==> config.mk <==
export PLATFORM = sky130hd
export DESIGN_NAME = sort_unit_stream
export DESIGN_NICKNAME = d
export VERILOG_FILES = /design/src/rtl/sort_unit_stream.sv
export SDC_FILE = /design/constraint.sdc
export NUM_CORES = 1
export LEC_CHECK = 0
export CAP_MARGIN = 20
export CORE_AREA = 5 5 156 158
export DETAILED_ROUTE_END_ITERATION = 16
export DIE_AREA = 0 0 161 163
export PLACE_DENSITY_LB_ADDON = 0.1
export SYNTH_ARGS = -nofsm -noshare
export SYNTH_HDL_FRONTEND = slang
export SYNTH_SLANG_ARGS = --single-unit
==> constraint.sdc <==
create_clock -name clk -period 5.8 [get_ports clk]
set_clock_uncertainty 0.2 [all_clocks]
set_input_delay 0.58 -clock clk [delete_from_list [all_inputs] [get_ports clk]]
set_output_delay 0.58 -clock clk [all_outputs]
set_load 0.1 [all_outputs]
==> src/rtl/sort_unit_stream.sv <==
`default_nettype none
// ----------------------------------------------------------------------------
// sort_unit_stream : streaming insertion sorter, val/rdy in and out, asc/desc
// Rev 1.0
// ----------------------------------------------------------------------------
module sort_unit_stream #(
  parameter int p_nbits = 32,
  parameter int p_depth = 4
) (
  input  logic                           clk,
  input  logic                           reset,
  input  logic                           in_val,
  output logic                           in_rdy,
  input  logic [p_nbits-1:0]             in_msg,
  input  logic                           in_last,
  input  logic                           in_desc,
  output logic                           out_val,
  input  logic                           out_rdy,
  output logic [p_nbits-1:0]             out_msg,
  output logic                           out_last,
  output logic [$clog2(p_depth+1)-1:0]   count
);

  localparam int c_CW = $clog2(p_depth+1);

  localparam logic [1:0] c_IDLE  = 2'd0;
  localparam logic [1:0] c_FILL  = 2'd1;
  localparam logic [1:0] c_DRAIN = 2'd2;

  logic [1:0]         r_state;
  logic [1:0]         w_state_nxt;
  logic [c_CW-1:0]    r_count;
  logic               r_desc;
  logic [p_nbits-1:0] r_entry [p_depth];
  logic [p_nbits-1:0] w_ins   [p_depth];
  logic [p_nbits-1:0] w_shift [p_depth];
  logic [p_depth-1:0] w_match;
  logic [c_CW-1:0]    w_k;
  logic               w_in_fire;
  logic               w_out_fire;

  assign w_in_fire  = in_val && in_rdy;
  assign w_out_fire = out_val && out_rdy;
  assign count      = r_count;

  // An entry precedes the new element if it sorts before it or ties with it,
  // so equal keys keep their arrival order.
  for (genvar gi = 0; gi < p_depth; gi++) begin : g_match
    assign w_match[gi] = (c_CW'(gi) < r_count) &&
                         (r_desc ? (r_entry[gi] >= in_msg) : (r_entry[gi] <= in_msg));
  end

  always_comb begin
    w_k = '0;
    for (int i = 0; i < p_depth; i++) begin
      w_k = w_k + c_CW'(w_match[i]);
    end
  end

  for (genvar gi = 0; gi < p_depth; gi++) begin : g_ins
    if (gi == 0) begin : g_first
      assign w_ins[gi] = (w_k == '0) ? in_msg : r_entry[0];
    end else begin : g_rest
      assign w_ins[gi] = (c_CW'(gi) < w_k)  ? r_entry[gi] :
                         (c_CW'(gi) == w_k) ? in_msg      : r_entry[gi-1];
    end
  end

  for (genvar gi = 0; gi < p_depth; gi++) begin : g_shift
    if (gi == p_depth - 1) begin : g_top
      assign w_shift[gi] = '0;
    end else begin : g_low
      assign w_shift[gi] = r_entry[gi+1];
    end
  end

  always_ff @(posedge clk or negedge reset) begin
    if (!reset) begin
      r_state <= c_IDLE;
    end else begin
      r_state <= w_state_nxt;
    end
  end

  always_comb begin
    w_state_nxt = r_state;
    case (r_state)
      c_IDLE: begin
        if (w_in_fire) begin
          w_state_nxt = (in_last || p_depth == 1) ? c_DRAIN : c_FILL;
        end
      end
      c_FILL: begin
        if (w_in_fire && (in_last || r_count == c_CW'(p_depth - 1))) begin
          w_state_nxt = c_DRAIN;
        end
      end
      c_DRAIN: begin
        if (w_out_fire && r_count == c_CW'(1)) begin
          w_state_nxt = c_IDLE;
        end
      end
      default: w_state_nxt = c_IDLE;
    endcase
  end

  // reset gates in_rdy so nothing is offered while the block is held in reset
  always_comb begin
    in_rdy   = reset && (r_state == c_IDLE || r_state == c_FILL);
    out_val  = (r_state == c_DRAIN);
    out_msg  = (r_state == c_DRAIN) ? r_entry[0] : '0;
    out_last = (r_state == c_DRAIN) && (r_count == c_CW'(1));
  end

  always_ff @(posedge clk or negedge reset) begin
    if (!reset) begin
      r_count <= '0;
      r_desc  <= 1'b0;
      for (int i = 0; i < p_depth; i++) begin
        r_entry[i] <= '0;
      end
    end else if (w_in_fire) begin
      r_count <= r_count + c_CW'(1);
      if (r_state == c_IDLE) begin
        r_desc <= in_desc;
      end
      for (int i = 0; i < p_depth; i++) begin
        r_entry[i] <= w_ins[i];
      end
    end else if (w_out_fire) begin
      r_count <= r_count - c_CW'(1);
      for (int i = 0; i < p_depth; i++) begin
        r_entry[i] <= w_shift[i];
      end
    end
  end

endmodule
`default_nettype wire

## After elaboration in Yosys (flattened, before gate mapping)

Index checks and enable logic that the tools add are counted.

- Bits in registers: 134
- Input bits: 38
- Output and inout bits: 38
- Word-level logic and storage cells: 83

- Add/subtract/negate cells: 5
- $lt $le $gt $ge: 15
- Equality and inequality tests: 14
- Muxes and demuxes: 21
- Reduce and logical (&&, ||, !) cells: 21

Operator list:

| kind | number |
|---|---|
| 128-bit two-way mux | 2 |
| 32-bit two-way mux | 8 |
| 32-bit greater-or-equal comparator | 4 |
| 32-bit less-or-equal comparator | 4 |
| 2-bit by 3-bit less-than comparator with 1-bit output, first input constant | 4 |
| 1-bit logical AND | 10 |
| 2-bit inequality test, second input constant | 5 |
| 2-bit AND reduction | 5 |
| 1-bit by 3-bit less-than comparator with 1-bit output, first input constant | 3 |
| 2-bit two-way mux | 4 |
| 2-bit by 3-bit equality test with 1-bit output, first input constant | 2 |
| 3-bit two-way mux | 2 |
| 2-bit case mux with 3 select lines | 1 |
| 1-bit two-way mux | 4 |
| 2-bit by 1-bit inequality test with 1-bit output, second input constant | 2 |
| 2-bit by 1-bit adder with 3-bit output | 1 |
| 3-bit by 1-bit adder with 3-bit output | 1 |
| 3-bit by 1-bit adder with 3-bit output, second input constant | 1 |
| 1-bit by 3-bit equality test with 1-bit output, first input constant | 1 |
| 3-bit by 1-bit equality test with 1-bit output, second input constant | 1 |
| 3-bit by 2-bit equality test with 1-bit output, second input constant | 1 |
| 3-bit zero test | 1 |
| 3-bit AND reduction | 1 |
| 3-bit by 1-bit subtractor with 3-bit output, second input constant | 1 |
| 6 further kinds | 7 |

## Longest topological paths before layout

Gate-level depths: netlist (run 1).

- Depth after elaboration: 10
- Depth in mapped cells: 22
- Mapped depth without buffers: 19

## Least setup slack after synthesis (run 1)

OpenSTA, ideal clock, no wires.

- Path type: input -> register
- Start: in in_msg[14]
- End: reg r_entry[52] in the netlist's numbering
- Setup time: 0.123 ns
- Data arrival time: 4.275 ns
- Required time: 5.477 ns
- Setup slack: 1.201 ns
- Stages: 19
- Path buffers: 1
- Cell sequence: inv_1 ha_1 a21oi_1 nand2_1 a221o_1 a211o_1 a21oi_1 xnor2_1 a221oi_2 fa_1 ha_1 ha_1 inv_1 nor3_2 buf_2 mux2i_1 nor2_1 a21oi_1 o21ai_1

- Word-level cells in the longest chain between the ends: 10
- Elaborated cells on any way between the ends: 26
- Classes of those cells: add/sub (3); order compare (9); eq/ne (2); mux (7); reduce/logical (5)

RTL lines:

| element | RTL line | RTL |
|---|---|---|
| from (decl) | 14 | `input logic [p_nbits-1:0] in_msg,` |
| 32-bit less-or-equal comparator / 32-bit greater-or-equal comparator (equally long branches) | 50 | `(r_desc ? (r_entry[gi] >= in_msg) : (r_entry[gi] <= in_msg));` |
| 1-bit two-way mux | 50 |  |
| 1-bit logical AND | 49 | `assign w_match[gi] = (c_CW'(gi) < r_count) &&` |
| 1-bit by 1-bit adder with 2-bit output | 56 | `w_k = w_k + c_CW'(w_match[i]);` |
| 2-bit by 1-bit adder with 3-bit output | 56 |  |
| 3-bit by 1-bit adder with 3-bit output (*) | 56 |  |
| branches (longest 4 deep; another with 2-bit by 3-bit less-than comparator with 1-bit output) | n/a |  |
| to (signal, indexed assignment) | 128 | `r_entry[i] <= w_ins[i];` |
| to (signal, indexed assignment) | 133 | `r_entry[i] <= w_shift[i];` |
| to (decl) | 34 | `logic [p_nbits-1:0] r_entry [p_depth];` |

Every way passes the cells marked *. The select of a mux whose other input is x is not followed.
A chain may end at the register's enable or synchronous reset.

## Worst setup path after layout (run 1)

- Start: in in_msg[15]
- End: reg r_entry[58] in the netlist's numbering

The elaborated chain is that of the path after synthesis.

==> flow_summary.toml, run 1 <==
[logic_synthesis]
synth_nets = 1410
ys.flop_type = "dfrtp_1"
synth.most_common_cell = "a21oi_1"
syn_area_um2 = 10100
synth_edf_count = 0
synth.avg_cell_area_um2 = 8.14
yosysSeqAreaShare = 0.333
synth_top_area_frac = 0.333
ys_seq_elements = 134
synth_area_leader_cell = "dfrtp_1"
synth_cell_types = 47
syn_inst = 1237
async_reset_ff_frac = 1.00
ys_warn_count = 0
synth.area.top_cells = "dfrtp_1 33%, ha_1 17%, a21oi_1 8.8%, mux2i_1 6.3%, nand2_1 6.3%"
synthTopCellsByCount = "177 x a21oi_1, 168 x nand2_1, 134 x dfrtp_1, 134 x ha_1, 111 x o21ai_0"

[sta]
fmax_mhz = 194
tightest_slew_ns = 0.983
rsz0062_at_grt = "no"
finalCritPeriodShare = 0.888
hold_viol_final = 0
tns_ns = 0
slew_headroom = 0.344
finalCriticalPeriod_ns = 5.15
setup_viol = 0
slew_viol_final = 0
holdWs_ns = 0.305

[layout]
multiInputGateArea_um2 = 6250
stdcell_area_um2 = 11700
syn_to_final_growth_pct = 16.6
n_antenna_cell = 0
final_nets = 1454
regArea_um2 = 3350
fillers = 2208
final_layout_size_suffix_gt1_frac = 0.0564

[setup_path]
critPathKind = "input pin to flip-flop"
arrival_ns = 5.26
crit_buf_inv = 4
max_stage_delay_ns = 0.58
cpMaxStageDelayCell = "clkdlybuf4s50_1"
startpoint_type = "input pin"
cp.required_ns = 5.91
crit_fanout = 24
cpLargestDelayFamily = "adder cells"
crit_path_end_kind = "flip-flop"
worstPathCellList = "clkdlybuf4s50_1 -> inv_1 -> ha_1 -> nand4_1 -> nor4_1 -> a211o_1 -> a21oi_1 -> xnor2_1 -> a21oi_1 -> fa_1 -> ha_1 -> ha_1 -> inv_1 -> nor3_4 -> buf_12 -> mux2i_1 -> nor2_1 -> a21oi_1 -> o21ai_1"

[global_routing]
gr-total-overflow = 0
grt_pass1_wl_um = 49500
antenna_found_initial = 0
grt_max_degree = 73
grt_pass1_vias = 8777
grt.total_usage = 0.238

[clock_network]
clkSlewWorstSetupHoldPaths_ns = 0.07
hold_buffers = 1
h-tree-depth = 4
cts_buffers = 17
clk_latency_ns = 0.44
clock-sinks = 134
cts_resized = 0
post-cts-setup-buffers = 0
cts_tree = "built"
clock_path_buffers = 2
clock-root-buffer = "clkbuf_16"

[hold_path]
hp-class = "flip-flop to flip-flop"

[floorplanning]
design.die.area_um2 = 26200
num_rows = 56
die_w_um = 161
core_area_um2 = 23000
pin_count = 76
die_h_um = 163
start_util = 0.438

[placement]
dp_hpwl_um = 21500
placed_area_um2 = 11100
port_buffers = 75
place.gp.congestion = 0.841

[status]
status = "finished clean"

[detailed_routing]
drc = 0
vias_per_cell = 5.65
drt-wirelength-per-cell_um = 19.2
ant_nets = 0
wl_um = 30300
firstDrtPassIters = 5
drt_iter0_drc = 512
vias = 8947

[flow_run]
cap_violations = 0
-- state kept, by name (all words and copies together) (netlist names) --
name	cells
r_desc	1
count	3
r_state	2
r_entry	128
-- final timing paths --
kind                                           end  depth (start not counted)  slack (ns)                startpoint
setup / recovery           r_entry[58]$_DFFE_PN0P_                         19        0.65                in_msg[15]
hold / removal              r_state[0]$_DFFE_PN0P_                          1        0.30    r_state[1]$_DFFE_PN0P_
setup reg to reg           r_entry[58]$_DFFE_PN0P_                         18        1.14  r_entry[127]$_DFFE_PN0P_
hold reg to reg             r_state[0]$_DFFE_PN0P_                          1        0.30    r_state[1]$_DFFE_PN0P_
max in group asynchronous  r_entry[26]$_DFFE_PN0P_                          3        3.46                     reset
min in group asynchronous  r_entry[66]$_DFFE_PN0P_                          2        0.50                     reset
-- through the flow --
step | std cells | util | setup WS [ns]
after detailed placement | 1551 | 0.484 | 0.217
after global routing | 1584 | 0.511 | 0.374
after global placement | 1551 | 0.484 | 0.278
after floorplan | 1237 | - | 1.20
final | 1584 | 0.511 | 0.652
after CTS | 1584 | 0.511 | 0.667
-- logic make-up after synthesis --
kind of cell,after synthesis,share of synthesized area
multiplexers,65,0.0649
AO/OA/AOI/OAI,362,0.194
adder cells (fa/ha/maj),135,0.169
flip-flops,134,0.333
buffers and inverters,119,0.0482
AND/OR/NAND/NOR,416,0.186
XOR/XNOR,6,0.00522
-- cell type report --
| cell class | instances | area share |
|---|---|---|
| timing repair buffer | 100 | 0.0845 |
| sequential | 134 | 0.286 |
| tap | 290 | 0.0309 |
| clock inverter | 13 | 0.0144 |
| multi-input combinational | 984 | 0.533 |
| inverter | 44 | 0.0141 |
| clock buffer | 19 | 0.0377 |
-- cell usage in the layout (no fill, tap or decap), types with 8 or more instances in the layout --
master,netlist,final
buf_4,6,20
ha_1,134,134
o21ai_1,30,30
a21oi_1,177,177
clkbuf_16,0,17
o21ai_0,111,111
inv_1,44,44
nand2_1,168,167
nor3_1,8,8
dfrtp_1,134,134
mux2i_1,63,63
o211ai_1,8,8
nand4_1,16,16
clkdlybuf4s50_1,0,74
and2_1,33,32
nand3_1,81,81
nor2_1,88,88
-- layer usage --
metal  track usage  vias to the layer above  wire length, um
li1              -                     4480                -
met1         0.316                     4263            14300
met2         0.405                      171            14500
met3        0.0332                       33             1010
met4        0.0717                        0              600
met5             0                        -                0
Power of run 1 is not shown: default switching activity piles up to over one toggle a cycle in this logic, so the estimate is an artifact.
==> run 2: changes to the inputs <==
CORE_AREA = 5 5 176 178   (was 5 5 156 158)
DIE_AREA = 0 0 181 183   (was 0 0 161 163)
==> run 2 against run 1 <==
  * The flow now finishes with violations (negative hold slack)
  * Non-clock buffer count rose by 2
  * Critical endpoint is now r_entry[54]$_DFFE_PN0P_
  * Register-to-register slack got worse by 0.13 ns
  * First-iteration DRC count fell by 7.4%
  * Worst hold slack got worse by 0.33 ns
  * Final area rose by 1.4%
  * Largest cell class unchanged
  * Critical path depth did not move
  * Critical path type unchanged
  * Global-route usage fell by 4.1 points
  * Final cell count rose by 6.4%
  * Sequential share of layout area fell by 0.38 points
==> flow_summary.toml, run 2 (synthesis results as in run 1) <==
[status]
status = "complete, but fails checks"
violations = "negative hold slack"

[floorplanning]
pin_count = 76
start_util = 0.344
num_rows = 63
design.die.area_um2 = 33100
die_h_um = 183
die_w_um = 181
core_area_um2 = 29200

[sta]
rsz0062_at_grt = "no"
tns_ns = 0
holdWs_ns = -0.0267
finalCriticalPeriod_ns = 5.22
setup_ws_ns = 0.583
finalCritPeriodShare = 0.899
fmax_mhz = 192
hold_viol_final = 28
slew_viol_final = 0
slew_headroom = 0.333
tightest_slew_ns = 0.997
setup_viol = 0

[setup_path]
crit_fanout = 27
crit_buf_inv = 4
cp.required_ns = 5.90
critPathMostFrequentCell = "ha_1"
critPathKind = "input pin to flip-flop"
max_stage_delay_ns = 0.61
startpoint_type = "input pin"
worstPathCellList = "clkdlybuf4s50_1 -> inv_1 -> ha_1 -> nand4_1 -> nor4_1 -> a211o_1 -> a21oi_1 -> xnor2_1 -> a221oi_2 -> fa_1 -> ha_1 -> ha_1 -> inv_1 -> nor3_4 -> buf_12 -> mux2i_1 -> nor2_1 -> a21oi_1 -> o21ai_0"
arrival_ns = 5.31
cpLargestDelayFamily = "adder cells"
crit_path_end_kind = "flip-flop"
cpMaxStageDelayCell = "clkdlybuf4s50_1"

[clock_network]
post-cts-setup-buffers = 0
cts_tree = "built"
clock-root-buffer = "clkbuf_16"
clk_latency_ns = 0.43
clkSlewWorstSetupHoldPaths_ns = 0.07
hold_buffers = 0
cts_resized = 0
h-tree-depth = 4
clock_path_buffers = 2
clock-sinks = 134
cts_buffers = 17

[detailed_routing]
wl_um = 32100
drt-wirelength-per-cell_um = 19.1
drc = 0
ant_nets = 0
firstDrtPassIters = 5
vias = 8896
vias_per_cell = 5.28
drt_iter0_drc = 474

[layout]
final_cell_mix = "177 x a21oi_1, 167 x nand2_1, 134 x ha_1, 134 x dfrtp_1, 111 x o21ai_0"
final_common_cell = "a21oi_1"
syn_to_final_growth_pct = 18.2
final_nets = 1456
final_util = 0.407
top_register = "r_entry"
final_layout_size_suffix_gt1_frac = 0.0586
largest_reg_flops = 128
n_antenna_cell = 0
layout.cells.non_filler = 1686

[flow_run]
cap_violations = 0

[placement]
port_buffers = 75
place.gp.congestion = 0.838
dp_cells = 1654
pre_cts_ws_ns = 0.0933
dp_hpwl_um = 22900

[global_routing]
grt_pass1_vias = 8847
grt.total_usage = 0.196
grt_max_degree = 75
antenna_found_initial = 0
gr-total-overflow = 0
grt_pass1_wl_um = 51700

[hold_path]
hp-class = "input pin to asynchronous set/reset pin"
-- run 2: changes by cell type in the layout (fill, tap and decap cells not counted) --
cell           before  now
buf_12              4    6
clkinvlp_4          4    3
dlygate4sd3_1       1    0
buf_4              20   21
nor2b_2             2    1
nor2b_4             0    1
clkbuf_8            1    0
clkinv_4            1    3
inv_6               4    3
clkinv_2            1    2
-- run 2: worst paths after layout --
path,slack [ns],start,to,cells past startpoint
min in group clk,0.29,r_state[1]$_DFFE_PN0P_,r_state[0]$_DFFE_PN0P_,1
hold / removal,-0.03,reset,r_state[1]$_DFFE_PN0P_,1
setup reg to reg,1.01,r_entry[95]$_DFFE_PN0P_,r_entry[54]$_DFFE_PN0P_,19
hold reg to reg,0.29,r_state[1]$_DFFE_PN0P_,r_state[0]$_DFFE_PN0P_,1
setup / recovery,0.58,in_msg[15],r_entry[54]$_DFFE_PN0P_,19
max in group asynchronous,3.98,reset,r_entry[23]$_DFFE_PN0P_,2
-- run 2: cell type report --
class | count | area (um2)
inverters | 44 | 165
flip-flops and latches | 134 | 3350
fillers | 3000 | 17300
clock inverters | 14 | 175
multi-input cells | 984 | 6260
clock buffers | 18 | 429
well taps | 390 | 488
repair buffers | 102 | 1030
-- run 2: stage by stage --
step / cell area (um2) / hold WS, ns
after global routing: 11900 / 0.0306
after floorplan: 10100 / 0.0844
final: 11900 / -0.0267
after detailed placement: 11300 / 0.277
after CTS: 11900 / 0.00273
after global placement: 11300 / 0.267
-- run 2: layer usage --
metal / GRT usage / part of all wire
met2: 0.327 / 0.46
met5: 0 / 0
met3: 0.0311 / 0.034
met1: 0.272 / 0.49
met4: 0.0429 / 0.014
-- run 2: worst reg2reg max path, cell delays in order (launching register included) --
cell	delay, ns
dfrtp_1	0.44
ha_1	0.35
nand4_1	0.16
nor2_1	0.27
nand2_1	0.13
nor3_1	0.28
buf_4	0.19
a21oi_1	0.08
xnor2_1	0.16
a221oi_2	0.30
fa_1	0.45
ha_1	0.22
ha_1	0.31
inv_1	0.08
nor3_4	0.22
buf_12	0.30
mux2i_1	0.24
nor2_1	0.05
a21oi_1	0.12
o21ai_0	0.09
Power of run 2 is left out for the same reason.
